===== src/rtl/datapath_task2b_pkg.sv =====
// Shared constants and FSM state encoding for the RC4 PRGA datapath.
package datapath_task2b_pkg;

    localparam int MSG_LEN_DEF = 32;
    localparam int SA_W        = 8;
    localparam int MA_W        = 5;
    localparam int D_W         = 8;

    typedef enum logic [3:0] {
        S_IDLE,
        S_INC_I,
        S_WAIT_SI,
        S_READ_SI,
        S_ADDR_J,
        S_WAIT_SJ,
        S_READ_SJ,
        S_WR_I,
        S_WR_J,
        S_ADDR_F,
        S_WAIT_F,
        S_READ_F,
        S_WR_D,
        S_NEXT,
        S_DONE
    } state_e;

endpackage


===== src/rtl/datapath_task2b.sv =====
// RC4 PRGA stage: walks a key-scheduled S memory, XORs the keystream
// with ciphertext from ROM and writes plaintext to the message RAM.
module datapath_task2b
    import datapath_task2b_pkg::*;
#(
    parameter int MSG_LEN = MSG_LEN_DEF
) (
    input  logic            clk,
    input  logic            restart,
    input  logic            commenco,
    output logic [SA_W-1:0] address,
    input  logic [D_W-1:0]  q,
    output logic [D_W-1:0]  data,
    output logic            wen,
    output logic [MA_W-1:0] address_e,
    input  logic [D_W-1:0]  q_e,
    output logic [MA_W-1:0] address_d,
    output logic [D_W-1:0]  data_d,
    output logic            wen_d,
    output logic            finito
);

    localparam logic [MA_W-1:0] K_LAST = MA_W'(MSG_LEN - 1);

    state_e          state_q;
    logic [SA_W-1:0] i_q, j_q;
    logic [MA_W-1:0] k_q;
    logic [D_W-1:0]  si_q, sj_q, f_q, e_q;
    logic [SA_W-1:0] addr_q;
    logic [D_W-1:0]  data_q;
    logic            wen_q;
    logic [MA_W-1:0] addr_e_q, addr_d_q;
    logic [D_W-1:0]  data_d_q;
    logic            wen_d_q;
    logic            finito_q;

    always_ff @(posedge clk) begin
        if (!restart) begin
            state_q  <= S_IDLE;
            i_q      <= '0;
            j_q      <= '0;
            k_q      <= '0;
            si_q     <= '0;
            sj_q     <= '0;
            f_q      <= '0;
            e_q      <= '0;
            addr_q   <= '0;
            data_q   <= '0;
            wen_q    <= 1'b0;
            addr_e_q <= '0;
            addr_d_q <= '0;
            data_d_q <= '0;
            wen_d_q  <= 1'b0;
            finito_q <= 1'b0;
        end else begin
            unique case (state_q)
                S_IDLE: begin
                    wen_q    <= 1'b0;
                    wen_d_q  <= 1'b0;
                    finito_q <= 1'b0;
                    if (commenco) begin
                        i_q     <= '0;
                        j_q     <= '0;
                        k_q     <= '0;
                        state_q <= S_INC_I;
                    end
                end
                S_INC_I: begin
                    i_q     <= i_q + 8'd1;
                    addr_q  <= i_q + 8'd1;
                    state_q <= S_WAIT_SI;
                end
                S_WAIT_SI: state_q <= S_READ_SI;
                S_READ_SI: begin
                    si_q    <= q;
                    j_q     <= j_q + q;
                    state_q <= S_ADDR_J;
                end
                S_ADDR_J: begin
                    addr_q  <= j_q;
                    state_q <= S_WAIT_SJ;
                end
                S_WAIT_SJ: state_q <= S_READ_SJ;
                S_READ_SJ: begin
                    sj_q    <= q;
                    state_q <= S_WR_I;
                end
                S_WR_I: begin
                    addr_q  <= i_q;
                    data_q  <= sj_q;
                    wen_q   <= 1'b1;
                    state_q <= S_WR_J;
                end
                S_WR_J: begin
                    addr_q  <= j_q;
                    data_q  <= si_q;
                    wen_q   <= 1'b1;
                    state_q <= S_ADDR_F;
                end
                // Swap is committed by now, so S[si+sj] reads the new S
                S_ADDR_F: begin
                    wen_q    <= 1'b0;
                    addr_q   <= si_q + sj_q;
                    addr_e_q <= k_q;
                    state_q  <= S_WAIT_F;
                end
                S_WAIT_F: state_q <= S_READ_F;
                S_READ_F: begin
                    f_q     <= q;
                    e_q     <= q_e;
                    state_q <= S_WR_D;
                end
                S_WR_D: begin
                    addr_d_q <= k_q;
                    data_d_q <= f_q ^ e_q;
                    wen_d_q  <= 1'b1;
                    state_q  <= S_NEXT;
                end
                S_NEXT: begin
                    wen_d_q <= 1'b0;
                    if (k_q == K_LAST) begin
                        finito_q <= 1'b1;
                        state_q  <= S_DONE;
                    end else begin
                        k_q     <= k_q + 5'd1;
                        state_q <= S_INC_I;
                    end
                end
                S_DONE: finito_q <= 1'b1;
                default: state_q <= S_IDLE;
            endcase
        end
    end

    assign address   = addr_q;
    assign data      = data_q;
    assign wen       = wen_q;
    assign address_e = addr_e_q;
    assign address_d = addr_d_q;
    assign data_d    = data_d_q;
    assign wen_d     = wen_d_q;
    assign finito    = finito_q;

endmodule


===== config.mk =====
export PLATFORM = sky130hd
export DESIGN_NAME = datapath_task2b
export DESIGN_NICKNAME = d
export VERILOG_FILES = /design/src/rtl/datapath_task2b_pkg.sv /design/src/rtl/datapath_task2b.sv
export SDC_FILE = /design/constraint.sdc
export NUM_CORES = 1
export LEC_CHECK = 0
export ABC_AREA = 1
export CAP_MARGIN = 20
export CELL_PAD_IN_SITES_DETAIL_PLACEMENT = 1
export CELL_PAD_IN_SITES_GLOBAL_PLACEMENT = 1
export CORE_MARGIN = 2
export CORE_UTILIZATION = 45
export CTS_BUF_LIST = sky130_fd_sc_hd__clkbuf_2 sky130_fd_sc_hd__clkbuf_4 sky130_fd_sc_hd__clkbuf_8
export DETAILED_ROUTE_END_ITERATION = 16
export GPL_ROUTABILITY_DRIVEN = 0
export PLACE_DENSITY = 0.95
export REMOVE_ABC_BUFFERS = 1
export SLEW_MARGIN = 10
export SYNTH_ARGS = -nofsm -noshare
export SYNTH_HDL_FRONTEND = slang
export SYNTH_SLANG_ARGS = --single-unit
export TNS_END_PERCENT = 10

===== constraint.sdc =====
create_clock -name clk -period 3.7 [get_ports clk]
set_clock_uncertainty 0.1 [all_clocks]
set_input_delay 0.37 -clock clk [delete_from_list [all_inputs] [get_ports clk]]
set_output_delay 0.37 -clock clk [all_outputs]
set_load 0.005 [all_outputs]

==> impl_metrics.csv, run 1 <==
group,metric,value,unit
status,outcome,"complete, no violations",
finish,post-route-util,53.7,%
die,rows,37,
clock_tree,post_cts_buffers,0,
synth,synth-async-reset-ratio,0,%
route,ant_nets,0,
critical_path,reg2reg_from,"state_q[0]",
route,drt-met1-wl,6030,um
global_route,grt_pass1_wl,23700,um
global_route,antenna_found_initial,0,
global_route,grt_use_total,26.6,%
synth,yosys-top-cells-area,"dfxtp_1, nand2_1, o21ai_0",
sta,fmax,0.475,GHz
clock_tree,htree_levels,3,
hold_path,hold_end,"data[4]",
power,p_comb_share,12.1,%
global_route,grt_pass1_vias,4837,
synth,ys.flop_type,"dfxtp_1",
clock_tree,numCtsBuffers,9,
clock_tree,ctsRootBufferMaster,"clkbuf_8",
critical_path,critPathMaxStageDelay,0.52,ns
synth,yosys.cell_types.count,43,
placed_design,port_buffers,55,
die,die_w,106,um
power,p_per_area,357,nW/um2
synth,syn_inst,635,
power,p_int,1370,uW
route,wl_met2,7290,um
synth,syn_avg_cell_area,7.32,um2
power,ir_worst_vdd,0.000218,V
route,wirelength,14300,um
synth,synth_compound_area_share,18.6,%
power,seqPwrFrac,54.1,%
critical_path,worstSetupStartpointType,"flip-flop",
finish,drive_above_1_share,7.56,%
clock_tree,cts_tree,"done",
sta,min_period,2.10,ns
die,core,10200,um2
clock_tree,cts_hold_buf,0,
sta,finalSetupViolCount,0,
hold_path,hold_path_depth,2,
finish,syn2layout_area_growth,17.5,%
synth,syn_area,4650,um2
critical_path,cp_top_family,"simple AND/OR/NAND/NOR gates",
clock_tree,ctsResizeCount,0,
global_route,grt_max_degree,62,
synth,yosysWarnings,0,
route,wl_met3,539,um
placed_design,place_inst,808,
sta,finalHoldViolations,0,
synth,yosys.area_share.simple,25.5,%
route,vias,4557,
route,dr.first_iter.drc_count,219,
clock_tree,insertion_delay,0.39,ns
critical_path,reg2reg_depth,7,
critical_path,cp.arrival,2.25,ns
sta,rsz0062_at_grt,"false",
sta,period_share,56.9,%
critical_path,required,3.84,ns
clock_tree,clk_path_buf_depth,2,
critical_path,cp_num_buf_inv,2,
critical_path,path_class,"flip-flop to flip-flop",
hold_path,min_from,"data[4]",
die,start_util,45.7,%
sta,slew_viol_final,0,
critical_path,reg2reg_to,"j_q[1]",
route,drc,0,
route,drt-wirelength-per-cell,17.4,um
synth,synth.mux.area_fraction,0,%
critical_path,crit_slowest_cell,"nor2_2",
critical_path,cp_max_fo,14,
synth,synth_top_family_by_area,"simple AND/OR/NAND/NOR gates",
synth,yosys_register_bits,94,
placed_design,post-place-ws,1.33,ns
sta,timing.slew.headroom,53.1,%
finish,diodes,0,
sta,finalSetupTns,0,ns
clock_tree,clkSinkCount,94,
finish,final_cells,824,
power,p_sw,580,uW
clock_tree,clkTransAtPathRegs,0.11,ns
sta,tightestPinTransition,0.702,ns
power,switching_share,29.8,%
placed_design,dpl.hpwl,9980,um
synth,synth_xor_area_share,1.88,%
synth,synth_top_area_share,40.5,%
synth,synth.yosys.seq_area_share,40.5,%
sta,layout_setup_ws,1.60,ns
run,drv_cap,0,
die,fp.dieArea,11200,um2
route,via_per_inst,5.53,
critical_path,r2r_slack,1.60,ns
critical_path,worst_setup_path_end_kind,"flip-flop",
die,die_h,106,um
hold_path,min_path_type,"flip-flop to flip-flop",
power,pwr-share-clk,33.9,%
die,ios,56,
synth,yosys.area.top_type,"dfxtp_1",
global_route,gr-total-overflow,0,
route,top_layer,"met4",
critical_path,worstPathCellList,"nand2_2 -> nor2_2 -> inv_2 -> nand2_1 -> inv_2 -> nand2_1 -> a21oi_1",
synth,synth_fa_ha_area_share,5.44,%
route,drtPass1Iterations,4,
synth,synth-edff-count,0,
finish,fin_nets,721,
power,p_leak,0.00235,uW
-- layout make-up --
cell class	count	area [um2]
clock inverters	7	57.6
flip-flops and latches	94	1880
repair buffers	57	573
clock buffers	9	124
well taps	136	170
multi-input cells	450	2390
inverters	71	269
fillers	1325	4720
-- synth_stat cells (2+ instances only) --
master and number:
fa_1 2, o21ai_1 8, o21ai_0 74, o21bai_1 2, nand4_1 6, nand2_1 109, a21oi_1 69, nand3b_1 5
buf_6 3, ha_1 17, nor2_4 5, or2_2 2, nor3_1 9, xnor2_1 8, xor2_1 2, dfxtp_1 94
clkbuf_1 9, buf_2 5, inv_1 60, nand3_1 23, a21oi_2 2, nand2_4 5, nor2_2 4, a22oi_1 2
nor2_1 83, inv_2 10
-- cell usage in the layout (no fill, tap or decap), types with 2 or more instances in the layout --
cell type,n
nor2_4,5
clkbuf_8,9
nand2_1,109
nor2_2,4
nor2_1,83
nand2_4,5
fa_1,2
nand3_1,23
clkdlybuf4s50_1,55
clkinv_4,3
nand4_1,6
inv_6,3
inv_2,10
o21ai_1,8
xnor2_1,8
nand3b_1,5
nor3_1,9
a21oi_2,2
or2_2,2
dfxtp_1,94
o21bai_1,2
a21oi_1,69
inv_1,60
o21ai_0,74
xor2_1,2
a22oi_1,2
ha_1,17
-- power by group through the flow --
stage                     Combinational [uW]  Sequential, uW  Clock [uW]
final                                    235            1050         661
after global routing                     258            1060         706
after CTS                                234            1050         667
after detailed placement                 229            1080           0
after global placement                   217            1070           0
after floorplan                          140            1070           0
-- sequential cells by signal, indices dropped and copies added, names as in the netlist --
register	flops
address_d	5
si_q	8
state_q	4
address_e	5
e_q	8
address	8
data	8
data_d	8
k_q	5
f_q	8
wen_d	1
j_q	8
wen	1
finito	1
sj_q	8
i_q	8
-- worst register-to-register path, stage by stage, from the launching register on --
cell and delay, ns:
dfxtp_1 0.48, nand2_2 0.17, nor2_2 0.52, inv_2 0.28, nand2_1 0.15, inv_2 0.09, nand2_1 0.11, a21oi_1 0.07
-- metrics by stage --
step,hold slack [ns],area [um2],power (uW)
after floorplan,0.342,4540,1210
after global placement,0.353,5270,1290
after detailed placement,0.358,5280,1310
after CTS,0.372,5470,1950
after global routing,0.388,5470,2020
final,0.371,5470,1950
-- routing by layer --
layer	track usage [%]	vias to the layer above
met1	31.0	2215
met4	12.7	0
li1	-	2180
met5	0	-
met2	48.0	120
met3	3.59	42
-- logic make-up after synthesis --
logic type,count (synthesis)
xor gates and xnor gates,10
AOI/OAI and AO/OA,164
DFF,94
adders and majority gates,19
and+or+nand+nor,257
buffers and inverters,91
-- worst max path at each step --
stage / start / to / slack, ns / cells past startpoint
2_1_floorplan: q[0] / j_q[6] / 2.06 / 7
3_3_place_gp: q[0] / j_q[4] / 1.41 / 8
3_5_place_dp: q[0] / j_q[6] / 1.33 / 8
4_1_cts: state_q[0] / data[3] / 1.62 / 6
5_1_grt: state_q[0] / j_q[1] / 1.48 / 7
6_report: state_q[0] / j_q[1] / 1.60 / 7
Power figures use the tool's default switching activity.
==> run 2, diff against run 1 <==
--- a/config.mk
+++ b/config.mk
@@ -10,11 +10,11 @@
 export CELL_PAD_IN_SITES_DETAIL_PLACEMENT = 1
 export CELL_PAD_IN_SITES_GLOBAL_PLACEMENT = 1
 export CORE_MARGIN = 2
-export CORE_UTILIZATION = 45
+export CORE_UTILIZATION = 42
 export CTS_BUF_LIST = sky130_fd_sc_hd__clkbuf_2 sky130_fd_sc_hd__clkbuf_4 sky130_fd_sc_hd__clkbuf_8
 export DETAILED_ROUTE_END_ITERATION = 16
 export GPL_ROUTABILITY_DRIVEN = 0
-export PLACE_DENSITY = 0.95
+export PLACE_DENSITY = 0.9
 export REMOVE_ABC_BUFFERS = 1
 export SLEW_MARGIN = 10
 export SYNTH_ARGS = -nofsm -noshare
==> constraint.sdc (replaced) <==
create_clock -name clk -period 2 [get_ports clk]
set_clock_uncertainty 0.1 [all_clocks]
set_input_delay 0.2 -clock clk [delete_from_list [all_inputs] [get_ports clk]]
set_output_delay 0.2 -clock clk [all_outputs]
set_load 0.005 [all_outputs]
==> run 2 against run 1 <==
Effect of this change:
- via count down 0.35%
- first-iteration DRC count down 33%
- core utilization down 1.2 points
- sequential power up 86%
- cell count up 2.3%
- setup slack worse by 1.5 ns
- global-route usage down 1.6 points
- maximum frequency up 9.7%
- critical path type unchanged
- critical endpoint is now address[2]
==> impl_metrics.csv, run 2 (synthesis gave the netlist of run 1 again) <==
group,metric,value,unit
status,outcome,"complete, no violations",
route,dr.first_iter.drc_count,147,
die,start_util,42.9,%
run,drv_cap,0,
finish,diodes,0,
sta,min_period,1.92,ns
global_route,grt_use_total,25.0,%
hold_path,min_path_type,"input port to flip-flop",
critical_path,reg2reg_to,"address[2]",
global_route,grt_max_degree,63,
global_route,grt_pass1_vias,4858,
power,p_per_area,721,nW/um2
route,wirelength,14100,um
critical_path,required,2.24,ns
finish,final_common_cell,"nand2_1",
global_route,grt_pass1_wl,23100,um
die,die_h,109,um
clock_tree,ctsRootBufferMaster,"clkbuf_8",
clock_tree,clk_path_buf_depth,2,
critical_path,cp.arrival,2.16,ns
sta,tightestPinTransition,0.397,ns
sta,slew_viol_final,0,
critical_path,worst_setup_path_end_kind,"flip-flop",
hold_path,hold_end,"e_q[2]",
global_route,gr-total-overflow,0,
die,fp.dieArea,11900,um2
sta,fmax,0.521,GHz
route,drt-wirelength-per-cell,16.7,um
die,ios,56,
placed_design,dpl.hpwl,10200,um
route,drc,0,
critical_path,reg2reg_from,"si_q[0]",
hold_path,hold_path_depth,3,
placed_design,port_buffers,55,
die,rows,38,
route,vias,4541,
sta,finalHoldViolations,0,
clock_tree,insertion_delay,0.38,ns
critical_path,worstSetupStartpointType,"flip-flop",
power,finalPower,4100,uW
critical_path,path_class,"flip-flop to flip-flop",
die,core,10800,um2
route,drtPass1Iterations,4,
clock_tree,htree_levels,3,
clock_tree,cts_tree,"done",
critical_path,reg2reg_depth,10,
finish,drive_above_1_share,10.1,%
power,ir_worst_vdd,0.000431,V
finish,fin_nets,736,
finish,syn2layout_area_growth,22.4,%
finish,final_cell_mix,"nand2_1, dfxtp_1, nor2_1, o21ai_0, a21oi_1",
clock_tree,cts_hold_buf,0,
critical_path,r2r_slack,0.08,ns
clock_tree,clkSinkCount,94,
sta,period_share,95.9,%
die,die_w,109,um
hold_path,min_from,"q_e[2]",
placed_design,place_inst,824,
sta,rsz0062_at_grt,"false",
route,ant_nets,0,
sta,timing.slew.headroom,73.5,%
sta,finalSetupTns,0,ns
clock_tree,clkTransAtPathRegs,0.10,ns
critical_path,cp_max_fo,3,
power,p_leak,0.00246,uW
global_route,antenna_found_initial,0,
route,via_per_inst,5.39,
clock_tree,numCtsBuffers,9,
sta,hold_ws,0.303,ns
sta,finalSetupViolCount,0,
finish,final_cells,843,
## run 2: changes by cell type in the layout (fill, tap and decap cells not counted), moves of 2 or more
| cell | previous run | this run |
|---|---|---|
| bufinv_16 | 0 | 4 |
| clkinv_4 | 3 | 1 |
| inv_6 | 3 | 0 |
| buf_4 | 1 | 16 |
## run 2: metal layers
metal / up-vias / part of all wire [%] / track usage, %
met5: - / 0 / 0
met4: 0 / 1.8 / 9.13
met3: 22 / 3.3 / 3.83
met2: 82 / 52 / 46.7
met1: 2229 / 43 / 28.5
li1: 2208 / - / -
## run 2: worst max path at each step
stage / slack [ns] / start / cells after the start / to
3_3_place_gp: -0.02 / q[0] / 8 / j_q[6]
2_1_floorplan: 0.37 / si_q[0] / 11 / address[6]
6_report: 0.08 / si_q[0] / 10 / address[2]
5_1_grt: 0.01 / j_q[0] / 7 / j_q[4]
4_1_cts: 0.09 / si_q[0] / 9 / address[2]
3_5_place_dp: -0.16 / q[0] / 8 / j_q[6]
## run 2: worst max-delay path, stage by stage, from the launching register on
cell and delay, ns:
dfxtp_1 0.39, ha_2 0.23, inv_1 0.06, fa_1 0.40, inv_1 0.09, nor2_1 0.05
nor3_1 0.27, a21oi_2 0.08, nand4_1 0.09, nand2_1 0.06, inv_1 0.05
## run 2: power by group
group | internal (uW) | total (uW) | switching [uW]
Clock | 966 | 1710 | 741
Sequential | 1910 | 1950 | 39.0
Combinational | 167 | 449 | 281
## run 2: repair_timing
item / in CTS / in global routing
setup endpoints to repair: 0 / 5
endpoints found under the hold margin: 0 / 0
gates resized for setup: 0 / 4
setup buffers: 0 / 3
## run 2: layout make-up
cell class | instances | area, um2
well taps | 140 | 175
clock inverters | 7 | 145
inverters | 71 | 273
flip-flops and latches | 94 | 1880
multi-input cells | 450 | 2400
clock buffers | 9 | 124
repair buffers | 72 | 691
fillers | 1364 | 5150
## run 2: through the flow
step	instance area [um2]	setup WS (ns)	utilization, %
2_1_floorplan	4540	0.369	-
3_5_place_dp	5380	-0.160	49.7
3_3_place_gp	5380	-0.0202	49.7
5_1_grt	5690	0.0122	52.5
4_1_cts	5650	0.0871	52.1
6_report	5690	0.0820	52.5
